[src/rtl/board_renderer_if.sv]
`default_nettype none
// ============================================================================
// Module   : board_renderer_if
// Brief    : Pixel-stream bundle between the VGA timing side and the board
//            renderer: timing strobes, board snapshot inputs, RGB pixel out.
// Revision : 1.0 - initial release
// ============================================================================
interface board_renderer_if #(
    parameter int ROWS    = 6,
    parameter int COLS    = 7,
    parameter int COLOR_W = 3
);
    localparam int CUR_W = (COLS > 1) ? $clog2(COLS) : 1;

    logic                     visible_i;
    logic                     frame_start_i;
    logic [2*ROWS*COLS-1:0]   board_i;
    logic [CUR_W-1:0]         cursor_col_i;
    logic                     cursor_valid_i;
    logic [ROWS*COLS-1:0]     win_mask_i;
    logic                     pix_valid_o;
    logic [COLOR_W-1:0]       red_o;
    logic [COLOR_W-1:0]       green_o;
    logic [COLOR_W-1:0]       blue_o;

    modport master (
        output visible_i, frame_start_i, board_i, cursor_col_i, cursor_valid_i, win_mask_i,
        input  pix_valid_o, red_o, green_o, blue_o
    );

    modport slave (
        input  visible_i, frame_start_i, board_i, cursor_col_i, cursor_valid_i, win_mask_i,
        output pix_valid_o, red_o, green_o, blue_o
    );
endinterface
`default_nettype wire

[src/rtl/board_renderer.sv]
`default_nettype none
// ============================================================================
// Module   : board_renderer
// Brief    : Two-stage pipelined disc-drop board renderer with column cursor;
//            define WIN_BLINK_EN to enable the blinking win-cell highlight.
// Revision : 1.0 - initial release
// ============================================================================
module board_renderer #(
    parameter int H_ACTIVE     = 640,
    parameter int V_ACTIVE     = 480,
    parameter int ROWS         = 6,
    parameter int COLS         = 7,
    parameter int CELL_W       = 80,
    parameter int CELL_H       = 80,
    parameter int ORIGIN_X     = 40,
    parameter int ORIGIN_Y     = 0,
    parameter int RADIUS       = 30,
    parameter int COLOR_W      = 3,
    parameter int BLINK_FRAMES = 30
) (
    input  wire              clk,
    input  wire              rst_n,
    board_renderer_if.slave  bus
);

    localparam int XW       = $clog2(H_ACTIVE);
    localparam int YW       = $clog2(V_ACTIVE);
    localparam int LXW      = $clog2(CELL_W);
    localparam int LYW      = $clog2(CELL_H);
    localparam int CW       = $clog2(COLS) + 1;
    localparam int RW       = $clog2(ROWS) + 1;
    localparam int NCELL    = ROWS * COLS;
    localparam int IW       = (NCELL > 1) ? $clog2(NCELL) : 1;
    localparam int CUR_W    = (COLS > 1) ? $clog2(COLS) : 1;
    localparam int CELL_MAX = (CELL_W > CELL_H) ? CELL_W : CELL_H;
    localparam int DW       = $clog2(CELL_MAX) + 1;
    localparam int D2W      = 2 * DW + 1;
    localparam int X_END    = ORIGIN_X + COLS * CELL_W;
    localparam int Y_END    = ORIGIN_Y + ROWS * CELL_H;

    localparam logic [XW-1:0]      X_LAST  = XW'(H_ACTIVE - 1);
    localparam logic [YW-1:0]      Y_LAST  = YW'(V_ACTIVE - 1);
    localparam logic [LXW-1:0]     LX_LAST = LXW'(CELL_W - 1);
    localparam logic [LYW-1:0]     LY_LAST = LYW'(CELL_H - 1);
    localparam logic [COLOR_W-1:0] C_MAX   = {COLOR_W{1'b1}};

    // ------------------------------------------------------------------------
    // Raster and cell counters
    // ------------------------------------------------------------------------
    logic [XW-1:0]  x_q;
    logic [YW-1:0]  y_q;
    logic [LXW-1:0] lx_q;
    logic [LYW-1:0] ly_q;
    logic [CW-1:0]  col_q;
    logic [RW-1:0]  row_q;
    logic           active_q;
    logic           w_count;

    // active_q stays low after reset and after the last pixel, until re-sync
    assign w_count = bus.visible_i && !bus.frame_start_i && active_q;

    always_ff @(posedge clk or negedge rst_n) begin
        if (!rst_n) begin
            x_q      <= '0;
            y_q      <= '0;
            lx_q     <= '0;
            ly_q     <= '0;
            col_q    <= '0;
            row_q    <= '0;
            active_q <= 1'b0;
        end else if (bus.frame_start_i) begin
            x_q      <= '0;
            y_q      <= '0;
            lx_q     <= '0;
            ly_q     <= '0;
            col_q    <= '0;
            row_q    <= '0;
            active_q <= 1'b1;
        end else if (w_count) begin
            if (x_q == X_LAST && y_q == Y_LAST) begin
                active_q <= 1'b0;
            end else if (x_q == X_LAST) begin
                x_q   <= '0;
                lx_q  <= '0;
                col_q <= '0;
                y_q   <= y_q + 1'b1;
                if (int'(y_q) >= ORIGIN_Y) begin
                    if (ly_q == LY_LAST) begin
                        ly_q  <= '0;
                        row_q <= row_q + 1'b1;
                    end else begin
                        ly_q  <= ly_q + 1'b1;
                    end
                end
            end else begin
                x_q <= x_q + 1'b1;
                if (int'(x_q) >= ORIGIN_X) begin
                    if (lx_q == LX_LAST) begin
                        lx_q  <= '0;
                        col_q <= col_q + 1'b1;
                    end else begin
                        lx_q  <= lx_q + 1'b1;
                    end
                end
            end
        end
    end

    // ------------------------------------------------------------------------
    // Per-frame snapshot of the board state
    // ------------------------------------------------------------------------
    logic [2*NCELL-1:0] board_q;
    logic [CUR_W-1:0]   cursor_q;
    logic               cursor_valid_q;

    always_ff @(posedge clk or negedge rst_n) begin
        if (!rst_n) begin
            board_q        <= '0;
            cursor_q       <= '0;
            cursor_valid_q <= 1'b0;
        end else if (bus.frame_start_i) begin
            board_q        <= bus.board_i;
            cursor_q       <= bus.cursor_col_i;
            cursor_valid_q <= bus.cursor_valid_i;
        end
    end

`ifdef WIN_BLINK_EN
    localparam int BW = (BLINK_FRAMES > 1) ? $clog2(BLINK_FRAMES) : 1;
    localparam logic [BW-1:0] BLINK_LAST = BW'(BLINK_FRAMES - 1);

    logic [NCELL-1:0] win_q;
    logic [BW-1:0]    blink_cnt_q;
    logic             blink_q;
    logic             blink_snap_q;

    // The frame uses the phase in force before this frame_start's update
    always_ff @(posedge clk or negedge rst_n) begin
        if (!rst_n) begin
            win_q        <= '0;
            blink_cnt_q  <= '0;
            blink_q      <= 1'b0;
            blink_snap_q <= 1'b0;
        end else if (bus.frame_start_i) begin
            win_q        <= bus.win_mask_i;
            blink_snap_q <= blink_q;
            if (blink_cnt_q == BLINK_LAST) begin
                blink_cnt_q <= '0;
                blink_q     <= ~blink_q;
            end else begin
                blink_cnt_q <= blink_cnt_q + 1'b1;
            end
        end
    end
`else
    logic w_unused_win;
    assign w_unused_win = ^bus.win_mask_i;
`endif

    // ------------------------------------------------------------------------
    // Stage 1: inside flag, cell index, signed offsets from the cell centre
    // ------------------------------------------------------------------------
    logic                 w_inside;
    logic [IW-1:0]        w_cell;
    logic [DW-1:0]        w_dx;
    logic [DW-1:0]        w_dy;

    logic                 s1_valid_q;
    logic                 s1_draw_q;
    logic                 s1_inside_q;
    logic [IW-1:0]        s1_cell_q;
    logic [CW-1:0]        s1_col_q;
    logic signed [DW-1:0] s1_dx_q;
    logic signed [DW-1:0] s1_dy_q;

    assign w_inside = (int'(x_q) >= ORIGIN_X) && (int'(x_q) < X_END) &&
                      (int'(y_q) >= ORIGIN_Y) && (int'(y_q) < Y_END);
    assign w_cell   = w_inside ? IW'(int'(row_q) * COLS + int'(col_q)) : '0;
    assign w_dx     = DW'(int'(lx_q) - CELL_W / 2);
    assign w_dy     = DW'(int'(ly_q) - CELL_H / 2);

    always_ff @(posedge clk or negedge rst_n) begin
        if (!rst_n) begin
            s1_valid_q  <= 1'b0;
            s1_draw_q   <= 1'b0;
            s1_inside_q <= 1'b0;
            s1_cell_q   <= '0;
            s1_col_q    <= '0;
            s1_dx_q     <= '0;
            s1_dy_q     <= '0;
        end else begin
            s1_valid_q  <= bus.visible_i && !bus.frame_start_i;
            s1_draw_q   <= w_count;
            s1_inside_q <= w_inside;
            s1_cell_q   <= w_cell;
            s1_col_q    <= col_q;
            s1_dx_q     <= w_dx;
            s1_dy_q     <= w_dy;
        end
    end

    // ------------------------------------------------------------------------
    // Stage 2: disc test and colour selection
    // ------------------------------------------------------------------------
    logic signed [D2W-1:0] w_dx_ext;
    logic signed [D2W-1:0] w_dy_ext;
    logic signed [D2W-1:0] w_dist2;
    logic                  w_disc;
    logic [1:0]            w_code;
    logic                  w_cursor;
    logic                  w_win;
    logic [COLOR_W-1:0]    red_d;
    logic [COLOR_W-1:0]    green_d;
    logic [COLOR_W-1:0]    blue_d;

    assign w_dx_ext = D2W'(s1_dx_q);
    assign w_dy_ext = D2W'(s1_dy_q);
    assign w_dist2  = w_dx_ext * w_dx_ext + w_dy_ext * w_dy_ext;
    assign w_disc   = int'(w_dist2) < RADIUS * RADIUS;
    assign w_code   = board_q[{s1_cell_q, 1'b0} +: 2];
    assign w_cursor = cursor_valid_q && (int'(cursor_q) < COLS) &&
                      (int'(cursor_q) == int'(s1_col_q));
`ifdef WIN_BLINK_EN
    assign w_win    = win_q[s1_cell_q] && blink_snap_q;
`else
    assign w_win    = 1'b0;
`endif

    always_comb begin
        red_d   = '0;
        green_d = '0;
        blue_d  = '0;
        if (s1_draw_q && s1_inside_q) begin
            if (w_disc) begin
                if (w_win) begin
                    red_d   = C_MAX;
                    green_d = C_MAX;
                    blue_d  = C_MAX;
                end else begin
                    case (w_code)
                        2'b01: red_d = C_MAX;
                        2'b10: begin
                            red_d   = C_MAX;
                            green_d = C_MAX;
                        end
                        2'b11: begin
                            red_d   = C_MAX;
                            green_d = C_MAX;
                            blue_d  = C_MAX;
                        end
                        default: ;
                    endcase
                end
            end else if (w_cursor) begin
                green_d = C_MAX;
                blue_d  = C_MAX;
            end else begin
                blue_d  = C_MAX;
            end
        end
    end

    logic               pix_valid_q;
    logic [COLOR_W-1:0] red_q;
    logic [COLOR_W-1:0] green_q;
    logic [COLOR_W-1:0] blue_q;

    always_ff @(posedge clk or negedge rst_n) begin
        if (!rst_n) begin
            pix_valid_q <= 1'b0;
            red_q       <= '0;
            green_q     <= '0;
            blue_q      <= '0;
        end else begin
            pix_valid_q <= s1_valid_q;
            red_q       <= red_d;
            green_q     <= green_d;
            blue_q      <= blue_d;
        end
    end

    assign bus.pix_valid_o = pix_valid_q;
    assign bus.red_o       = red_q;
    assign bus.green_o     = green_q;
    assign bus.blue_o      = blue_q;

endmodule
`default_nettype wire

[src/flat_wrapper.sv]
// flat-port wrapper written by rule: the top's interface ports become plain ports
module board_renderer_flat 
#(
    parameter int H_ACTIVE     = 640,
    parameter int V_ACTIVE     = 480,
    parameter int ROWS         = 6,
    parameter int COLS         = 7,
    parameter int CELL_W       = 80,
    parameter int CELL_H       = 80,
    parameter int ORIGIN_X     = 40,
    parameter int ORIGIN_Y     = 0,
    parameter int RADIUS       = 30,
    parameter int COLOR_W      = 3,
    parameter int BLINK_FRAMES = 30
)
  (clk, rst_n, bus_visible_i, bus_frame_start_i, bus_board_i, bus_cursor_col_i, bus_cursor_valid_i, bus_win_mask_i, bus_pix_valid_o, bus_red_o, bus_green_o, bus_blue_o);
  board_renderer_if #(.ROWS(ROWS), .COLS(COLS), .COLOR_W(COLOR_W)) bus_i ();
  input  wire clk;
  input  wire rst_n;
  input wire logic [$bits(bus_i.visible_i)-1:0] bus_visible_i;
  input wire logic [$bits(bus_i.frame_start_i)-1:0] bus_frame_start_i;
  input wire logic [$bits(bus_i.board_i)-1:0] bus_board_i;
  input wire logic [$bits(bus_i.cursor_col_i)-1:0] bus_cursor_col_i;
  input wire logic [$bits(bus_i.cursor_valid_i)-1:0] bus_cursor_valid_i;
  input wire logic [$bits(bus_i.win_mask_i)-1:0] bus_win_mask_i;
  output wire logic [$bits(bus_i.pix_valid_o)-1:0] bus_pix_valid_o;
  output wire logic [$bits(bus_i.red_o)-1:0] bus_red_o;
  output wire logic [$bits(bus_i.green_o)-1:0] bus_green_o;
  output wire logic [$bits(bus_i.blue_o)-1:0] bus_blue_o;
  assign bus_i.visible_i = bus_visible_i;
  assign bus_i.frame_start_i = bus_frame_start_i;
  assign bus_i.board_i = bus_board_i;
  assign bus_i.cursor_col_i = bus_cursor_col_i;
  assign bus_i.cursor_valid_i = bus_cursor_valid_i;
  assign bus_i.win_mask_i = bus_win_mask_i;
  assign bus_pix_valid_o = bus_i.pix_valid_o;
  assign bus_red_o = bus_i.red_o;
  assign bus_green_o = bus_i.green_o;
  assign bus_blue_o = bus_i.blue_o;
  board_renderer #(.H_ACTIVE(H_ACTIVE), .V_ACTIVE(V_ACTIVE), .ROWS(ROWS), .COLS(COLS), .CELL_W(CELL_W), .CELL_H(CELL_H), .ORIGIN_X(ORIGIN_X), .ORIGIN_Y(ORIGIN_Y), .RADIUS(RADIUS), .COLOR_W(COLOR_W), .BLINK_FRAMES(BLINK_FRAMES)) u_core (.clk(clk), .rst_n(rst_n), .bus(bus_i));
endmodule
[config.mk]
export PLATFORM = sky130hd
export DESIGN_NAME = board_renderer_flat
export DESIGN_NICKNAME = d
export VERILOG_FILES = /design/src/rtl/board_renderer_if.sv /design/src/rtl/board_renderer.sv /design/src/flat_wrapper.sv
export SDC_FILE = /design/constraint.sdc
export NUM_CORES = 1
export LEC_CHECK = 0
export ABC_AREA = 1
export BUFFER_PORTS_ARGS = -buffer_cell sky130_fd_sc_hd__buf_2
export CAP_MARGIN = 20
export CORE_AREA = 3 3 201 203
export DETAILED_ROUTE_END_ITERATION = 7
export DIE_AREA = 0 0 204 206
export GPL_TIMING_DRIVEN = 0
export PLACE_DENSITY = 0.62
export SETUP_SLACK_MARGIN = 0.15
export SYNTH_ARGS = -nofsm -noshare
export SYNTH_HDL_FRONTEND = slang
export SYNTH_SLANG_ARGS = --single-unit
[constraint.sdc]
create_clock -name clk -period 5.7 [get_ports clk]
set_input_delay 1.14 -clock clk [delete_from_list [all_inputs] [get_ports clk]]
set_output_delay 1.14 -clock clk [all_outputs]
set_load 0.01 [all_outputs]
==> results of run 1 <==
-- synth_stat cells, types with 14 or more instances --
master,count
dfrtp_1,163
nand3_1,59
a21oi_1,56
xor2_1,25
fa_1,128
o21ai_0,105
o211ai_1,14
ha_1,71
inv_1,314
nand2_1,353
nor3_1,18
clkbuf_1,51
nor2_1,86
-- routing by layer --
metal  up-vias  share of wire, %  track usage [%]
met5         -                 0                0
met4         0               2.2             4.37
met3        47               3.7             2.05
met2       225                49             25.7
met1      4900                45             19.7
li1       4983                 -                -
-- state kept, by name, indices dropped and copies added (netlist names), 3 cells and up --
| signal | cells |
|---|---|
| u_core.board_q | 84 |
| u_core.col_q | 4 |
| u_core.cursor_q | 3 |
| u_core.lx_q | 7 |
| u_core.ly_q | 7 |
| u_core.row_q | 4 |
| u_core.s1_cell_q | 6 |
| u_core.s1_col_q | 4 |
| u_core.s1_dx_q | 8 |
| u_core.s1_dy_q | 8 |
| u_core.x_q | 10 |
| u_core.y_q | 9 |
-- path summary, 6_finish.rpt --
path	slack, ns	depth (start not counted)	endpoint	startpoint
hold reg to reg	0.36	0	u_core.bus.pix_valid_o	u_core.s1_valid_q
setup reg to reg	0.03	27	u_core.bus.green_o[1]	u_core.s1_dy_q[1]
max in group asynchronous	4.17	2	u_core.s1_dy_q[3]	rst_n
hold / removal	0.36	0	u_core.bus.pix_valid_o	u_core.s1_valid_q
setup / recovery	0.03	27	u_core.bus.green_o[1]	u_core.s1_dy_q[1]
min in group asynchronous	0.73	1	u_core.board_q[38]	rst_n
-- layout make-up --
| type | count | share of cell area (%) |
|---|---|---|
| multi-input combinational | 986 | 49.2 |
| sequential | 163 | 26.8 |
| inverter | 321 | 8.05 |
| timing repair buffer | 134 | 5.31 |
| tap | 518 | 4.26 |
| clock buffer | 17 | 2.80 |
| buffer | 60 | 2.61 |
| clock inverter | 15 | 0.954 |
-- through the flow --
| stage | util (%) | instances | hold slack (ns) | cell area (sq um) |
|---|---|---|---|---|
| 6_report | 39.4 | 2214 | 0.358 | 15200 |
| 5_1_grt | 39.4 | 2214 | 0.372 | 15200 |
| 4_1_cts | 39.1 | 2211 | 0.361 | 15100 |
| 3_5_place_dp | 36.1 | 2150 | 0.336 | 13900 |
| 2_1_floorplan | - | 1530 | 0.331 | 12700 |
| 3_3_place_gp | 36.0 | 2149 | 0.344 | 13900 |
-- cells by family (layout without fill, tap and decap cells) --
kind of cell	count (synthesis)	after routing	share of synthesized area, %
adder cells (fa/ha/maj)	199	199	27.1
AO/OA/AOI/OAI	201	201	8.81
flip-flops	163	163	32.1
XOR/XNOR	38	38	2.62
buffers and inverters	381	547	11.6
AND/OR/NAND/NOR	548	548	17.8
-- repair_timing --
action	CTS	global route
resized for setup	105	24
pin swaps	52	23
setup buffers	29	3
setup endpoints to repair	3	3
==> results.yml, run 1 <==
sta:
  slew_viol_final: 0
  skew_ns: 0.00998
  hold_viol: 0
  clock.fmax_mhz: 176
  rsz0062_at_grt: "true"
  slew-limit-headroom_pct: 47.4
  tns_ns: 0
  fin_crit_ns: 5.67
  setup_viol: 0
  setup_slack_ns: 0.0266
  finalCritPeriodShare_pct: 99.5
  worst_pin_slew_ns: 0.789
die:
  num_rows: 72
  io_pins: 144
  initial_core_util_pct: 32.9
  die_area_sq_um: 42000
  coreArea_sq_um: 38600
  die_h_um: 206
  dieWidth_um: 204
worst_setup_path:
  cp_max_fo: 5
  slowest_delay_ns: 0.56
  critPathRequiredTime_ns: 6.01
  end_kind: "register"
  setup.worst_path.start_class: "register"
  crit_arrival_ns: 5.99
  worst_path_most_repeated_cell: "nand2_1"
  cp_top_family: "adder cells"
  worst_path_max_delay_cell: "fa_1"
  critPathBufInv: 6
  path_class: "register to register"
route:
  first_pass_iters: 5
  ant_nets: 0
  vias_per_cell: 4.59
  wl_per_cell_um: 13.7
  drc: 0
  routed_wl_um: 30300
  vias: 10155
  drt_iter0_drc: 609
synthesis:
  synth_top_area_share_pct: 32.1
  synth_cell_types: 48
  synth_nets: 1863
  synth_area_sq_um: 12700
  synth_area_leader_cell: "dfrtp_1"
  synth_edf_count: 0
  syn_area_per_cell_sq_um: 8.31
  async_reset_ff_share_pct: 100
  ys_warn_count: 0
  synth_seq_cells: 163
  syn_inst: 1530
  ys_seq_area_share_pct: 32.1
  synth-main-ff-cell: "dfrtp_1"
  yosys-top-cells-area: "dfrtp_1, fa_1, nand2_1"
global_routing:
  grtUsageTotal_pct: 14.9
  grt_pass1_vias: 10399
  grt_pass1_wl_um: 51100
  grt_antenna_before_repair: 0
  grt_max_degree: 97
  overflow: 0
finish:
  nFillCells: 3860
  num_antenna_cells: 0
  final_common_cell: "nand2_1"
  final_cell_mix: "nand2_1, inv_1, dfrtp_1, fa_1, buf_2"
  layout.nets: 2016
  area_delta_synth_final_pct: 19.6
  layout-drive-gt1-share_pct: 16.6
  multiInputGateArea_sq_um: 7480
  seqCellArea_sq_um: 4080
clock_network:
  cts_num_sinks: 163
  cts_root_buffer: "clkbuf_16"
  cts_buffers: 17
  path_clk_slew_ns: 0.07
  ctsHoldBuffers: 0
  clockBufferDepth: 2
  h-tree-depth: 4
  clkLatencyLatePin_ns: 0.43
  cts_tree: "built"
placed_design:
  hpwl_um: 23900
  place_congestion: 0.900
  io_buffers: 101
  dp_slack_ns: -0.755
outcome:
  run_status: "finished, final reports clean"
run:
  drv_cap: 0
hold_path:
  hold_path.class: "register to register"
Power of run 1 is not shown: default switching activity piles up to over one toggle a cycle in this logic, so the estimate is an artifact.
==> run 2: changes to the inputs <==
--- a/config.mk
+++ b/config.mk
@@ -5,15 +5,16 @@
 export SDC_FILE = /design/constraint.sdc
 export NUM_CORES = 1
 export LEC_CHECK = 0
-export ABC_AREA = 1
+export ABC_AREA = 0
 export BUFFER_PORTS_ARGS = -buffer_cell sky130_fd_sc_hd__buf_2
 export CAP_MARGIN = 20
-export CORE_AREA = 3 3 201 203
+export CORE_AREA = 3 3 198 200
 export DETAILED_ROUTE_END_ITERATION = 7
-export DIE_AREA = 0 0 204 206
+export DIE_AREA = 0 0 201 203
 export GPL_TIMING_DRIVEN = 0
 export PLACE_DENSITY = 0.62
 export SETUP_SLACK_MARGIN = 0.15
+export SLEW_MARGIN = 20
 export SYNTH_ARGS = -nofsm -noshare
 export SYNTH_HDL_FRONTEND = slang
 export SYNTH_SLANG_ARGS = --single-unit
==> run 2 against run 1 <==
Net effect:
- the flow now finishes with violations (setup timing)
- synthesized cell count decreased by 28%
- final area increased by 0.59%
- register-to-register slack got worse by 0.34 ns
- area after synthesis decreased by 3.0%
- worst setup slack got worse by 0.34 ns
- core utilization increased by 1.4 points
==> results.yml, run 2 <==
route:
  drt_iter0_drc: 347
  ant_nets: 0
  vias: 8348
  drc: 0
  first_pass_iters: 4
  wl_per_cell_um: 15.0
  vias_per_cell: 4.58
  routed_wl_um: 27400
sta:
  finalCritPeriodShare_pct: 106
  worst_pin_slew_ns: 0.798
  slew_viol_final: 0
  hold_viol: 0
  clock.fmax_mhz: 166
  slew-limit-headroom_pct: 46.8
  rsz0062_at_grt: "true"
  setup_viol: 3
  fin_crit_ns: 6.02
  skew_ns: 0.0123
  tns_ns: -0.811
  setup_slack_ns: -0.318
clock_network:
  clkLatencyLatePin_ns: 0.42
  cts_root_buffer: "clkbuf_16"
  cts_num_sinks: 163
  path_clk_slew_ns: 0.06
  h-tree-depth: 4
  ctsHoldBuffers: 0
  cts_buffers: 17
  clockBufferDepth: 2
  cts_tree: "built"
finish:
  largest_reg_flops: 84
  layout.nets: 1628
  final_cells: 1821
  final_area_sq_um: 15300
  nFillCells: 3562
  final_common_cell: "inv_1"
  final_cell_mix: "inv_1, dfrtp_1, fa_1, buf_2, mux2_2"
  layout-drive-gt1-share_pct: 34.3
  reg.largest.list: "u_core.board_q: 84 flops, u_core.x_q: 10 flops, u_core.y_q: 9 flops"
  top_register: "u_core.board_q"
  area_delta_synth_final_pct: 24.0
worst_setup_path:
  cp_max_fo: 6
  slowest_delay_ns: 0.55
  crit_arrival_ns: 6.36
  path_cells: "clkinv_4, buf_12, nor2_4, fa_2, buf_6, fa_2, inv_1, fa_2, inv_2, fa_2, fa_1, inv_2, fa_1, inv_2, ha_4, and3_4, buf_4, a21oi_4, o31ai_4, mux2_4, nand4_1, o41ai_4, buf_6, mux2i_4"
  cp_top_family: "adder cells"
  end_kind: "register"
  worst_path_most_repeated_cell: "fa_2"
  critPathRequiredTime_ns: 6.04
  setup.worst_path.start_class: "register"
  critPathBufInv: 9
  worst_path_max_delay_cell: "fa_1"
  path_class: "register to register"
global_routing:
  grt_antenna_before_repair: 8
  grtUsageTotal_pct: 13.7
  grt_pass1_wl_um: 45700
  grt_max_degree: 63
  grt_pass1_vias: 9134
  overflow: 0
synthesis:
  async_reset_ff_share_pct: 100
  synth_nets: 1433
  synth_seq_cells: 163
  yosysMostFrequentCell: "inv_1"
  synth_area_sq_um: 12300
  synth_edf_count: 0
  synth_cell_types: 59
  yosys-top-cells-area: "dfrtp_1, fa_1, mux2_2"
  ys_warn_count: 0
  synth-main-ff-cell: "dfrtp_1"
  ys_seq_area_share_pct: 33.1
  yosys-top-cells-count: "inv_1, dfrtp_1, fa_1"
  syn_area_per_cell_sq_um: 11.2
  synth_area_leader_cell: "dfrtp_1"
  syn_inst: 1100
  synth_top_area_share_pct: 33.1
run:
  drv_cap: 0
die:
  num_rows: 71
  dieWidth_um: 201
  initial_core_util_pct: 32.8
  io_pins: 144
  die_area_sq_um: 40800
  coreArea_sq_um: 37600
  die_h_um: 203
placed_design:
  io_buffers: 100
  placed_cells: 1713
  dp_slack_ns: -0.839
  postPlaceCellArea_sq_um: 13800
  place_congestion: 0.809
  hpwl_um: 21000
outcome:
  run_status: "complete, but fails checks"
  violations: "setup timing"
hold_path:
  hold_path.class: "register to register"
[run 2: cell types whose count changed after synthesis, moves of 11 or more]
cell | before | now
and2_1 | 0 | 30
o21ai_0 | 105 | 37
xnor2_1 | 13 | 35
a21oi_1 | 56 | 22
nand3_1 | 59 | 25
nand2_1 | 353 | 63
clkbuf_1 | 51 | 22
mux4_2 | 0 | 23
inv_1 | 314 | 192
mux2_2 | 0 | 91
nor2_1 | 86 | 56
o211ai_1 | 14 | 3
[run 2: logic make-up after synthesis]
kind of cell / Yosys count / share of synthesized area (%)
adder cells (fa/ha/maj): 199 / 28.0
XOR/XNOR: 56 / 3.98
buffers and inverters: 230 / 7.24
AND/OR/NAND/NOR: 236 / 9.66
multiplexers: 121 / 13.1
AO/OA/AOI/OAI: 95 / 4.98
flip-flops: 163 / 33.1
[run 2: layer usage]
metal  vias to the layer above  GRT usage, %  wire length, um
met1                      4206          17.5            12000
met5                         -             0               62
li1                       3950             -                -
met4                        10          3.16              405
met2                       142          23.6            13600
met3                        40          3.53             1320
[run 2: per-stage QoR]
step	hold slack, ns	util, %
5_1_grt	0.359	40.7
4_1_cts	0.354	39.7
6_report	0.351	40.7
2_1_floorplan	0.331	-
3_5_place_dp	0.336	36.6
3_3_place_gp	0.335	36.5
[run 2: path summary, 6_finish.rpt]
path,start,end,slack [ns],depth (start not counted)
setup / recovery,u_core.s1_dy_q[7],u_core.bus.green_o[1],-0.32,24
hold / removal,u_core.s1_valid_q,u_core.bus.pix_valid_o,0.35,0
setup reg to reg,u_core.s1_dy_q[7],u_core.bus.green_o[1],-0.32,24
hold reg to reg,u_core.s1_valid_q,u_core.bus.pix_valid_o,0.35,0
max in group asynchronous,rst_n,u_core.s1_dx_q[3],4.15,3
min in group asynchronous,rst_n,u_core.board_q[76],0.59,1
[run 2: final cells by class]
type / count / area, sq um / share of cell area (%)
Timing Repair Buffer: 176 / 1190 / 7.76
Tap cell: 511 / 639 / 4.18
Buffer: 36 / 221 / 1.45
Inverter: 194 / 744 / 4.87
Sequential cell: 163 / 4090 / 26.7
Clock inverter: 11 / 174 / 1.14
Multi-Input combinational cell: 707 / 7780 / 50.8
Antenna cell: 2 / 5.00 / 0.0327
Clock buffer: 21 / 460 / 3.01
[run 2: timing repair]
item	in CTS	in global routing
gates resized for setup	46	42
pin swaps	51	60
endpoints found under the setup margin	3	3
setup buffers	44	30
cloned	0	0
Power of run 2 is left out for the same reason.
